<file path="src/rtl/fp_mul_arbiter.sv">
// fp_mul_arbiter: round-robin sharing of one fixed-latency FP32 multiplier
// between two requesters. One operation is in flight at a time. The operands
// are registered towards the multiplier, the result is captured after MUL_LAT
// cycles, and it is held until the owning requester accepts it.
module fp_mul_arbiter #(
  parameter int MUL_LAT = 1,
  parameter int TAG_W   = 4
) (
  input  logic             clk,
  input  logic             rst,
  input  logic [1:0]       req_valid,
  output logic [1:0]       req_ready,
  input  logic [31:0]      req_X0,
  input  logic [31:0]      req_Y0,
  input  logic [31:0]      req_X1,
  input  logic [31:0]      req_Y1,
  input  logic [2:0]       req_rmode0,
  input  logic [2:0]       req_rmode1,
  input  logic [TAG_W-1:0] req_tag0,
  input  logic [TAG_W-1:0] req_tag1,
  output logic [31:0]      mul_X,
  output logic [31:0]      mul_Y,
  output logic [2:0]       mul_rmode,
  input  logic [31:0]      mul_Z,
  input  logic             mul_ovrf,
  input  logic             mul_udrf,
  output logic [1:0]       rsp_valid,
  input  logic [1:0]       rsp_ready,
  output logic [31:0]      rsp_Z,
  output logic             rsp_ovrf,
  output logic             rsp_udrf,
  output logic             rsp_err,
  output logic [TAG_W-1:0] rsp_tag,
  output logic             busy
);

  localparam logic [1:0] S_IDLE = 2'd0;
  localparam logic [1:0] S_BUSY = 2'd1;
  localparam logic [1:0] S_DONE = 2'd2;

  // Quiet NaN returned in place of the product for an illegal rounding mode.
  localparam logic [31:0] QNAN = 32'h7FC0_0000;

  logic [1:0]       state_q, state_d;
  logic [3:0]       cnt_q, cnt_d;
  logic             rr_q;
  logic             owner_q;
  logic             err_q;
  logic [TAG_W-1:0] tag_q;
  logic [31:0]      mul_x_q, mul_y_q;
  logic [2:0]       mul_rmode_q;
  logic [31:0]      rsp_z_q;
  logic             rsp_ovrf_q, rsp_udrf_q;

  logic             grant;
  logic             accept;
  logic             capture;
  logic             complete;
  logic [31:0]      gnt_x, gnt_y;
  logic [2:0]       gnt_rmode;
  logic [TAG_W-1:0] gnt_tag;

  // Arbitration: round-robin pointer breaks ties, a lone request always wins.
  always_comb begin
    req_ready = 2'b00;
    grant     = rr_q;
    if (state_q == S_IDLE) begin
      case (req_valid)
        2'b11: begin
          grant            = rr_q;
          req_ready[rr_q]  = 1'b1;
        end
        2'b01: begin
          grant        = 1'b0;
          req_ready[0] = 1'b1;
        end
        2'b10: begin
          grant        = 1'b1;
          req_ready[1] = 1'b1;
        end
        default: begin
          grant     = rr_q;
          req_ready = 2'b00;
        end
      endcase
    end
  end

  assign accept    = |req_ready;
  assign capture   = (state_q == S_BUSY) && (cnt_q == 4'd1);
  assign complete  = (state_q == S_DONE) && rsp_ready[owner_q];

  assign gnt_x     = grant ? req_X1     : req_X0;
  assign gnt_y     = grant ? req_Y1     : req_Y0;
  assign gnt_rmode = grant ? req_rmode1 : req_rmode0;
  assign gnt_tag   = grant ? req_tag1   : req_tag0;

  // Next-state and latency counter: counter is loaded on accept and walks
  // down to 1, the edge at which the multiplier output is valid.
  always_comb begin
    state_d = state_q;
    cnt_d   = cnt_q;
    case (state_q)
      S_IDLE: begin
        if (accept) begin
          state_d = S_BUSY;
          cnt_d   = 4'(MUL_LAT);
        end
      end
      S_BUSY: begin
        cnt_d = cnt_q - 4'd1;
        if (cnt_q == 4'd1) state_d = S_DONE;
      end
      S_DONE: begin
        if (rsp_ready[owner_q]) state_d = S_IDLE;
      end
      default: state_d = S_IDLE;
    endcase
  end

  // Control state: FSM, counter, round-robin pointer and per-operation
  // bookkeeping (owner, tag, illegal-mode flag) latched at accept.
  always_ff @(posedge clk or posedge rst) begin
    if (rst) begin
      state_q <= S_IDLE;
      cnt_q   <= 4'd0;
      rr_q    <= 1'b0;
      owner_q <= 1'b0;
      err_q   <= 1'b0;
      tag_q   <= '0;
    end else begin
      state_q <= state_d;
      cnt_q   <= cnt_d;
      if (complete) rr_q <= ~owner_q;
      if (accept) begin
        owner_q <= grant;
        err_q   <= (gnt_rmode > 3'd4);
        tag_q   <= gnt_tag;
      end
    end
  end

  // Operand registers feeding the multiplier; they only move on accept so the
  // multiplier sees stable inputs for the whole operation.
  always_ff @(posedge clk or posedge rst) begin
    if (rst) begin
      mul_x_q     <= 32'd0;
      mul_y_q     <= 32'd0;
      mul_rmode_q <= 3'd0;
    end else if (accept) begin
      mul_x_q     <= gnt_x;
      mul_y_q     <= gnt_y;
      mul_rmode_q <= gnt_rmode;
    end
  end

  // Result capture on the final latency edge; an illegal rounding mode
  // replaces the multiplier output with a quiet NaN and clears the flags.
  always_ff @(posedge clk or posedge rst) begin
    if (rst) begin
      rsp_z_q    <= 32'd0;
      rsp_ovrf_q <= 1'b0;
      rsp_udrf_q <= 1'b0;
    end else if (capture) begin
      if (err_q) begin
        rsp_z_q    <= QNAN;
        rsp_ovrf_q <= 1'b0;
        rsp_udrf_q <= 1'b0;
      end else begin
        rsp_z_q    <= mul_Z;
        rsp_ovrf_q <= mul_ovrf;
        rsp_udrf_q <= mul_udrf;
      end
    end
  end

  assign mul_X     = mul_x_q;
  assign mul_Y     = mul_y_q;
  assign mul_rmode = mul_rmode_q;
  assign rsp_valid = (state_q == S_DONE) ? (owner_q ? 2'b10 : 2'b01) : 2'b00;
  assign rsp_Z     = rsp_z_q;
  assign rsp_ovrf  = rsp_ovrf_q;
  assign rsp_udrf  = rsp_udrf_q;
  assign rsp_err   = err_q;
  assign rsp_tag   = tag_q;
  assign busy      = (state_q != S_IDLE);

endmodule

</file>
<file path="config.mk">
export PLATFORM = sky130hd
export DESIGN_NAME = fp_mul_arbiter
export DESIGN_NICKNAME = d
export VERILOG_FILES = /design/src/rtl/fp_mul_arbiter.sv
export SDC_FILE = /design/constraint.sdc
export NUM_CORES = 1
export LEC_CHECK = 0
export ABC_AREA = 1
export BUFFER_PORTS_ARGS = -buffer_cell sky130_fd_sc_hd__buf_2
export CAP_MARGIN = 25
export CORE_AREA = 2 2 113 115
export CTS_CLUSTER_DIAMETER = 50
export CTS_CLUSTER_SIZE = 40
export DETAILED_ROUTE_END_ITERATION = 10
export DIE_AREA = 0 0 115 117
export GPL_TIMING_DRIVEN = 0
export PLACE_DENSITY_LB_ADDON = 0.2
export SYNTH_ARGS = -nofsm -noshare
export SYNTH_HDL_FRONTEND = slang
export SYNTH_SLANG_ARGS = --single-unit
</file>
<file path="constraint.sdc">
create_clock -name clk -period 4.72 [get_ports clk]
set_clock_uncertainty 0.1 [all_clocks]
set_input_delay 0.944 -clock clk [delete_from_list [all_inputs] [get_ports clk]]
set_output_delay 0.944 -clock clk [all_outputs]
set_load 0.005 [all_outputs]
</file>
### Word-level counts from Yosys, hierarchy flattened

Cells that the tools add are included.

| cells by class | value |
|---|---|
| reduce and logical (&&, ||, !) cells | 9 |
| divide/modulo/power cells | 0 |
| bitwise logic cells | 1 |
| multiplexer cells | 24 |
| equal/unequal tests | 9 |
| multiply operators | 0 |
| add/sub/neg operators | 1 |
| order comparisons | 4 |
| shifts and indexed selects | 0 |

Operators by type and width:

| cell | count |
|---|---|
| 2-to-1 mux 32 bit | 3 |
| 2-to-1 mux 2 bit | 6 |
| 2-to-1 mux 4 bit | 2 |
| case mux 4 bit (2 select lines) | 1 |
| == test 2 bit (second input constant) | 3 |
| 2-to-1 mux 1 bit | 6 |
| case mux 1 bit (2 select lines) | 3 |
| case mux 2 bit (3 select lines) | 1 |
| == test 2 x 1 -> 1 bit (second input constant) | 2 |
| == test 4 x 1 -> 1 bit (second input constant) | 1 |
| < comparator 1 x 2 -> 1 bit (second input constant) | 2 |
| inequality test 2 x 1 -> 1 bit (second input constant) | 2 |
| nonzero test 2 bit | 2 |
| subtractor 4 x 1 -> 4 bit (second input constant) | 1 |
| > comparator 3 bit (second input constant) | 1 |
| logical AND 1 bit | 3 |
| 2-to-1 mux 3 bit | 1 |
| AND reduction 3 bit | 1 |
| zero test 2 bit | 1 |
| inequality test 2 bit (second input constant) | 1 |
| AND reduction 2 bit | 1 |
| OR reduction 2 bit | 1 |
| demux 1 bit (select 1 bit) | 1 |
| >= comparator 1 bit (second input constant) | 1 |
| inverter 1 bit | 1 |

| storage, ports and cells | value |
|---|---|
| bits in registers | 114 |
| output and inout bits | 111 |
| input bits | 182 |
| memories kept | 0 |
| word-level logic and storage cells | 60 |
| latch bits | 0 |
| bits in writable memories | 0 |
| memory bits (read-only) | 0 |

### Logic depth before layout (Yosys ltp)

Gate-level depths: netlist of the first run.

| depth | value |
|---|---|
| depth in word-level cells | 9 |
| depth in mapped cells | 12 |
| mapped depth without buffers | 11 |

### Worst setup path before layout of the first run

OpenSTA, ideal clock, no wires.

| timing | value |
|---|---|
| path type | input-to-output |
| from | input port req_valid[0] |
| to | output port req_ready[1] |
| stages | 6 |
| data arrival time | 1410 ps |
| required time | 3676 ps |
| setup slack | 2266 ps |
| buffers on the path | 0 |
| cell sequence | inv_1 -> ha_1 -> inv_1 -> nand2_1 -> nand3_1 -> inv_1 |

| on the way | value |
|---|---|
| word-level cells in the longest chain between the ends | 3 |
| elaborated cells between the ends (all ways) | 4 |
| classes of those cells | 2 x eq/ne; 2 x mux |

Ends and longest elaborated chain:

| element | RTL line | text |
|---|---|---|
| start: declaration | 11 | `input logic [1:0] req_valid,` |
| == test 2 bit | 68 | `case (req_valid)` |
| case mux 1 bit (2 select lines) (*) | 68 |  |
| 2-to-1 mux 2 bit (*) | 67 | `if (state_q == S_IDLE) begin` |
| end: declaration | 12 | `output logic [1:0] req_ready,` |

Mark *: on every way between the ends. The rest lies on a longest branch, timed or not.

### Final worst setup path of the first run

Ends and elaborated chain as after synthesis.

==> results of run 1 <==
-- registers in the layout (all words and copies together), names as in the netlist --
name / count
mul_X: 32
state_q: 2
rsp_tag: 4
owner_q: 1
rsp_Z: 32
rsp_err: 1
rsp_ovrf: 1
mul_Y: 32
rr_q: 1
rsp_udrf: 1
mul_rmode: 3
cnt_q: 4
-- layer usage --
metal	track usage, %	vias up
met5	0	-
met4	9.32	0
met3	6.95	23
met2	40.3	202
met1	28.4	2468
li1	-	2785
-- area by class of cell --
class	instances	area, sq um
Sequential cell	114	2850
Clock inverter	9	175
Fill cell	1120	4550
Buffer	40	218
Clock buffer	23	488
Tap cell	150	188
Multi-Input combinational cell	442	2000
Inverter	91	347
Timing Repair Buffer	293	1490
-- logic make-up after synthesis --
kind of cell,Yosys count,share of synthesized area [%]
simple gates,279,21.0
buf+inv,131,10.3
fa+ha+maj,6,1.39
flops,114,52.7
xor+xnor,1,0.162
compound gates,156,14.4
-- per-stage QoR --
stage	area [sq um]	total power, W	setup TNS [ns]
floorplan	5410	0.00300	0
global placement	7060	0.00391	-84.95
detailed placement	7100	0.00395	0
CTS	7760	0.00540	0
global route	7760	0.00578	0
finish	7760	0.00535	0
-- power groups by stage --
stage / sequential [W] / clock, W / combinational, W
after floorplan: 0.00176 / 0 / 0.00124
after global placement: 0.00172 / 0 / 0.00219
after detailed placement: 0.00172 / 0 / 0.00223
after CTS: 0.00172 / 0.00145 / 0.00223
after global routing: 0.00178 / 0.00149 / 0.00250
final: 0.00173 / 0.00142 / 0.00219
-- critical path: cells and delay by family --
family / cells / cell delay (ns)
buf+inv: 5 / 0.44
simple gates: 2 / 0.16
fa+ha+maj: 1 / 0.18
-- worst max path at each step --
stage / depth (start not counted) / slack [ns] / start / to
global placement: 2 / -0.75 / rst / mul_X[5]
finish: 8 / 1.96 / req_valid[0] / req_ready[1]
CTS: 8 / 1.95 / req_valid[0] / req_ready[1]
floorplan: 1 / 0.66 / rst / cnt_q[0]
detailed placement: 11 / 1.93 / req_valid[0] / mul_X[18]
global route: 8 / 1.89 / req_valid[0] / req_ready[1]
-- cell usage after synthesis (all sizes together), types with 2 or more instances --
cell type / number
a21oi: 2
buf: 27
clkbuf: 13
dfrtp: 114
ha: 6
inv: 90
nand2: 235
nand3: 34
nand3b: 2
nor2: 5
nor3: 2
o21ai: 154
==> impl_metrics.csv, run 1 <==
group,metric,value,unit
yosys,synth_seq_cells,114,
floorplan,initial_core_util,44.0,%
hold_path,min_path_cells,2,
clock_network,hold_buffers,0,
setup_path,rr_endpoint,"rsp_Z[17]",
power_and_ir_drop,ir_drop,0.000288,V
sta,final_hold_viol_count,0,
clock_network,clkTransAtPathRegs,0.05,ns
final_layout,drive_gt1_share,35.5,%
floorplan,rows,41,
floorplan,core,12300,sq um
clock_network,clkSinkCount,114,
final_layout,num_antenna_cells,0,
drt,first_pass_iters,4,
setup_path,start_kind,"primary input",
final_layout,nets,1187,
final_layout,final_common_cell,"buf_2",
sta,tightest_slew,0.519,ns
outcome,status,"finished clean",
final_layout,syn2layout_area_growth,43.3,%
drt,drt-met1-wl,6.73,mm
setup_path,crit_fanout,4,
sta,rsz0062_at_grt,"false",
global_routing,grt_overflow,0,
drt,antenna_left,0,
yosys,synth_nets,875,
sta,setup_viol,0,
drt,dr_wl_met2,7.68,mm
place,dp_hpwl,12.1,mm
yosys,yosys_warnings,0,
floorplan,pin_count,293,
drt,routed_via_density,4.71,
global_routing,grt_max_degree,66,
clock_network,clockRootBuffer,"clkbuf_16",
setup_path,max_stage_delay,0.18,ns
floorplan,fp.dieH,117,um
setup_path,arrival,1.72,ns
sta,drv_slew,0,
power_and_ir_drop,seqPwrFrac,32.3,%
setup_path,crit_type,"primary input to output port",
setup_path,required,3.68,ns
power_and_ir_drop,p_leak,4.51,nW
hold_path,hold_start,"rsp_Z[30]",
global_routing,grt_pass1_vias,5251,
setup_path,crit_chain,"buf_2 -> inv_1 -> ha_1 -> inv_1 -> nand2_1 -> nand3_1 -> inv_1 -> buf_2",
place,numPortBuffers,292,
yosys,yosys.area.top_type,"dfrtp_1",
setup_path,worst-r2r-setup-slack,2.85,ns
yosys,syn_area_per_cell,7.88,sq um
hold_path,hp-class,"flip-flop to flip-flop",
place,place.gp.congestion,0.824,
global_routing,grtUsageTotal,23.6,%
hold_path,min_to,"rsp_Z[30]",
sta,whs,0.368,ns
yosys,yosysSeqAreaShare,52.7,%
setup_path,slowest_stage,"ha_1",
floorplan,die_area,13500,sq um
global_routing,grt_antenna_before_repair,1,
yosys,synth_cells,687,
power_and_ir_drop,power_frac_clock,26.6,%
sta,min_period,2.76,ns
clock_network,clk_latency,0.40,ns
power_and_ir_drop,p_per_area,689,nW/um^2
drt,drtIter0Drc,300,
job,maxCapViolations,0,
setup_path,r2r_start,"cnt_q[1]",
clock_network,cts_made_buffers,17,
setup_path,reg2reg_depth,8,
drt,drc,0,
clock_network,h-tree-depth,4,
yosys,synth_area,5410,sq um
power_and_ir_drop,pwr-share-comb,41.0,%
clock_network,clockBufferDepth,2,
floorplan,chipWidth,115,um
yosys,synth-async-reset-ratio,100,%
power_and_ir_drop,p_int,0.00334,W
drt,routed.top_layer,"met4",
drt,routed-via-count,5478,
power_and_ir_drop,swShare,37.5,%
global_routing,grt_pass1_wl,24.8,mm
clock_network,cts-resized-gates,0,
yosys,ys.flop_type,"dfrtp_1",
yosys,yosysTopAreaCellShare,52.7,%
setup_path,cpMostUsedCell,"inv_1",
clock_network,cts_tree,"yes",
final_layout,fin_cells,1162,
drt,post_drt_wl_per_cell,13.7,um
power_and_ir_drop,net-switching-power,0.00201,W
sta,slew_headroom,65.4,%
sta,timing.final.crit_share,58.6,%
sta,fmax,0.362,GHz
drt,totalWireLength,15.9,mm
place,pre_cts_slack,1.93,ns
yosys,synth.distinct_cells,22,
final_layout,post-route-util,63.0,%
drt,routed-wl-met3,1.20,mm
clock_network,post_cts_buffers,0,
setup_path,critPathCaptureType,"output port",
yosys,synth_edf_count,0,
yosys,synth_area_leaders,"dfrtp_1 53%, nand2_1 16%, o21ai_1 10%",
final_layout,final_cell_mix,"313 x buf_2, 232 x nand2_1, 114 x dfrtp_1",
sta,setup_ws,1.96,ns
place,dpl.cell_count,1130,
Power figures use the tool's default switching activity.
==> run 2, diff against run 1 <==
- CORE_AREA: 2 2 113 115 -> not set
- CORE_ASPECT_RATIO: not set -> 2
- CORE_UTILIZATION: not set -> 41
- DIE_AREA: 0 0 115 117 -> not set
- clock period: 4.72 -> 2.35 ns (I/O delays scaled with it)
==> impl_metrics.csv, run 2 (synthesis results as in run 1) <==
group,metric,value,unit
outcome,status,"finished clean",
clock_network,clkTransAtPathRegs,0.06,ns
power_and_ir_drop,net-switching-power,0.00404,W
drt,antenna_left,0,
power_and_ir_drop,p_int,0.00653,W
setup_path,reg2reg_depth,8,
clock_network,cts_tree,"yes",
drt,post_drt_wl_per_cell,13.7,um
floorplan,pin_count,293,
global_routing,grt_pass1_vias,5400,
sta,rsz0062_at_grt,"false",
place,place.gp.congestion,0.848,
setup_path,required,1.78,ns
setup_path,arrival,1.38,ns
setup_path,crit_fanout,3,
sta,slew_headroom,67.4,%
hold_path,hp-class,"primary input to flip-flop",
setup_path,worst-r2r-setup-slack,0.48,ns
drt,drtIter0Drc,172,
clock_network,post_cts_buffers,0,
floorplan,die_area,13700,sq um
sta,final_hold_viol_count,0,
setup_path,r2r_start,"state_q[0]",
job,maxCapViolations,0,
power_and_ir_drop,p_leak,4.50,nW
power_and_ir_drop,swShare,38.2,%
setup_path,rr_endpoint,"mul_Y[10]",
clock_network,cts-resized-gates,0,
global_routing,grt_pass1_wl,25.7,mm
final_layout,final_cell_mix,"313 x buf_2, 232 x nand2_1, 114 x dfrtp_1",
clock_network,clockBufferDepth,2,
global_routing,grt_overflow,0,
drt,totalWireLength,16.0,mm
power_and_ir_drop,ir_drop,0.000825,V
drt,drc,0,
global_routing,grt.met3_usage,5.15,%
final_layout,drive_gt1_share,35.6,%
clock_network,clockRootBuffer,"clkbuf_16",
sta,timing.final.crit_share,82.9,%
global_routing,busiest_layer,"met2",
sta,drv_slew,0,
floorplan,rows,59,
sta,setup_viol,0,
global_routing,met1_usage,25.3,%
sta,min_period,1.95,ns
floorplan,fp.dieH,165,um
drt,first_pass_iters,4,
floorplan,initial_core_util,41.9,%
drt,routed-via-count,5436,
global_routing,grtUsageTotal,23.9,%
clock_network,clkSinkCount,114,
power_and_ir_drop,p_per_area,1360,nW/um^2
power_and_ir_drop,seqPwrFrac,32.5,%
final_layout,final_common_cell,"buf_2",
clock_network,cts_made_buffers,17,
sta,finalSetupTns,0,ns
clock_network,h-tree-depth,4,
hold_path,hold_start,"mul_Z[28]",
global_routing,grt_antenna_before_repair,0,
final_layout,syn2layout_area_growth,43.5,%
global_routing,grtUsageMet2,45.8,%
power_and_ir_drop,power,0.0106,W
floorplan,core,12900,sq um
power_and_ir_drop,pwr-share-comb,41.5,%
hold_path,min_to,"rsp_Z[28]",
setup_path,crit_type,"flip-flop to output port",
hold_path,min_path_cells,3,
setup_path,start_kind,"flip-flop",
setup_path,critPathCaptureType,"output port",
clock_network,clk_latency,0.40,ns
global_routing,grt_max_degree,42,
power_and_ir_drop,power_frac_clock,25.9,%
floorplan,chipWidth,83.3,um
sta,tightest_slew,0.485,ns
drt,routed_via_density,4.65,
place,dp_hpwl,12.5,mm
final_layout,nets,1190,
place,numPortBuffers,292,
sta,fmax,0.513,GHz
## run 2: changes by cell type in the layout (fill, tap and decap cells not counted)
cell | before | now
clkinv_4 | 0 | 2
bufinv_16 | 5 | 4
clkinvlp_4 | 2 | 5
clkbuf_8 | 4 | 1
buf_12 | 0 | 3
clkinv_2 | 2 | 1
buf_16 | 1 | 0
dlygate4sd3_1 | 0 | 1
diode_2 | 0 | 1
## run 2: worst max-delay path by stage
stage                 startpoint            to  cells past startpoint
CTS                   state_q[1]  rsp_valid[0]                      5
global route          state_q[0]     mul_X[16]                      6
floorplan                    rst      cnt_q[0]                      1
detailed placement  req_valid[0]     mul_X[16]                      9
finish                state_q[1]  rsp_valid[0]                      5
global placement             rst     mul_Y[14]                      2
## run 2: cell type report
cell class / instances / area, sq um
Timing Repair Buffer: 296 / 1530
Buffer: 40 / 218
Inverter: 91 / 345
Tap cell: 152 / 190
Sequential cell: 114 / 2850
Fill cell: 1246 / 5150
Multi-Input combinational cell: 442 / 2000
Antenna cell: 1 / 2.50
Clock buffer: 20 / 447
Clock inverter: 12 / 181
## run 2: worst max-delay path, cell delays in order, from the launching register on
cell and delay [ns]:
dfrtp_1 0.39, inv_1 0.10, nor2_1 0.13, inv_1 0.09, nor2_1 0.12, buf_2 0.14
## run 2: routing by layer
layer | up-vias | share of wire [%]
li1 | 2793 | -
met1 | 2424 | 37
met2 | 206 | 56
met3 | 13 | 5.4
met4 | 0 | 1.1
met5 | - | 0
## run 2: metrics by stage
stage	hold WS [ns]	area, sq um	instances	utilization [%]	setup slack, ns
3_5_place_dp	0.265	7130	1134	55.2	0.0291
2_1_floorplan	0.365	5420	687	-	0.395
4_1_cts	0.179	7770	1167	60.1	0.392
3_3_place_gp	0.351	7070	1131	54.7	-0.423
5_1_grt	0.191	7770	1167	60.1	0.266
6_report	0.192	7770	1168	60.1	0.402
## run 2: power by group through the flow
| stage | Clock (W) | Sequential, W | Combinational, W |
|---|---|---|---|
| 2_1_floorplan | 0 | 0.00353 | 0.00249 |
| 3_3_place_gp | 0 | 0.00344 | 0.00440 |
| 3_5_place_dp | 0 | 0.00345 | 0.00449 |
| 4_1_cts | 0.00278 | 0.00344 | 0.00450 |
| 5_1_grt | 0.00287 | 0.00356 | 0.00502 |
| 6_report | 0.00274 | 0.00344 | 0.00439 |
## run 2: what timing repair did
action	in CTS	in global routing
hold buffers	1	0
endpoints found under the setup margin	0	0
hold endpoints to repair	2	0
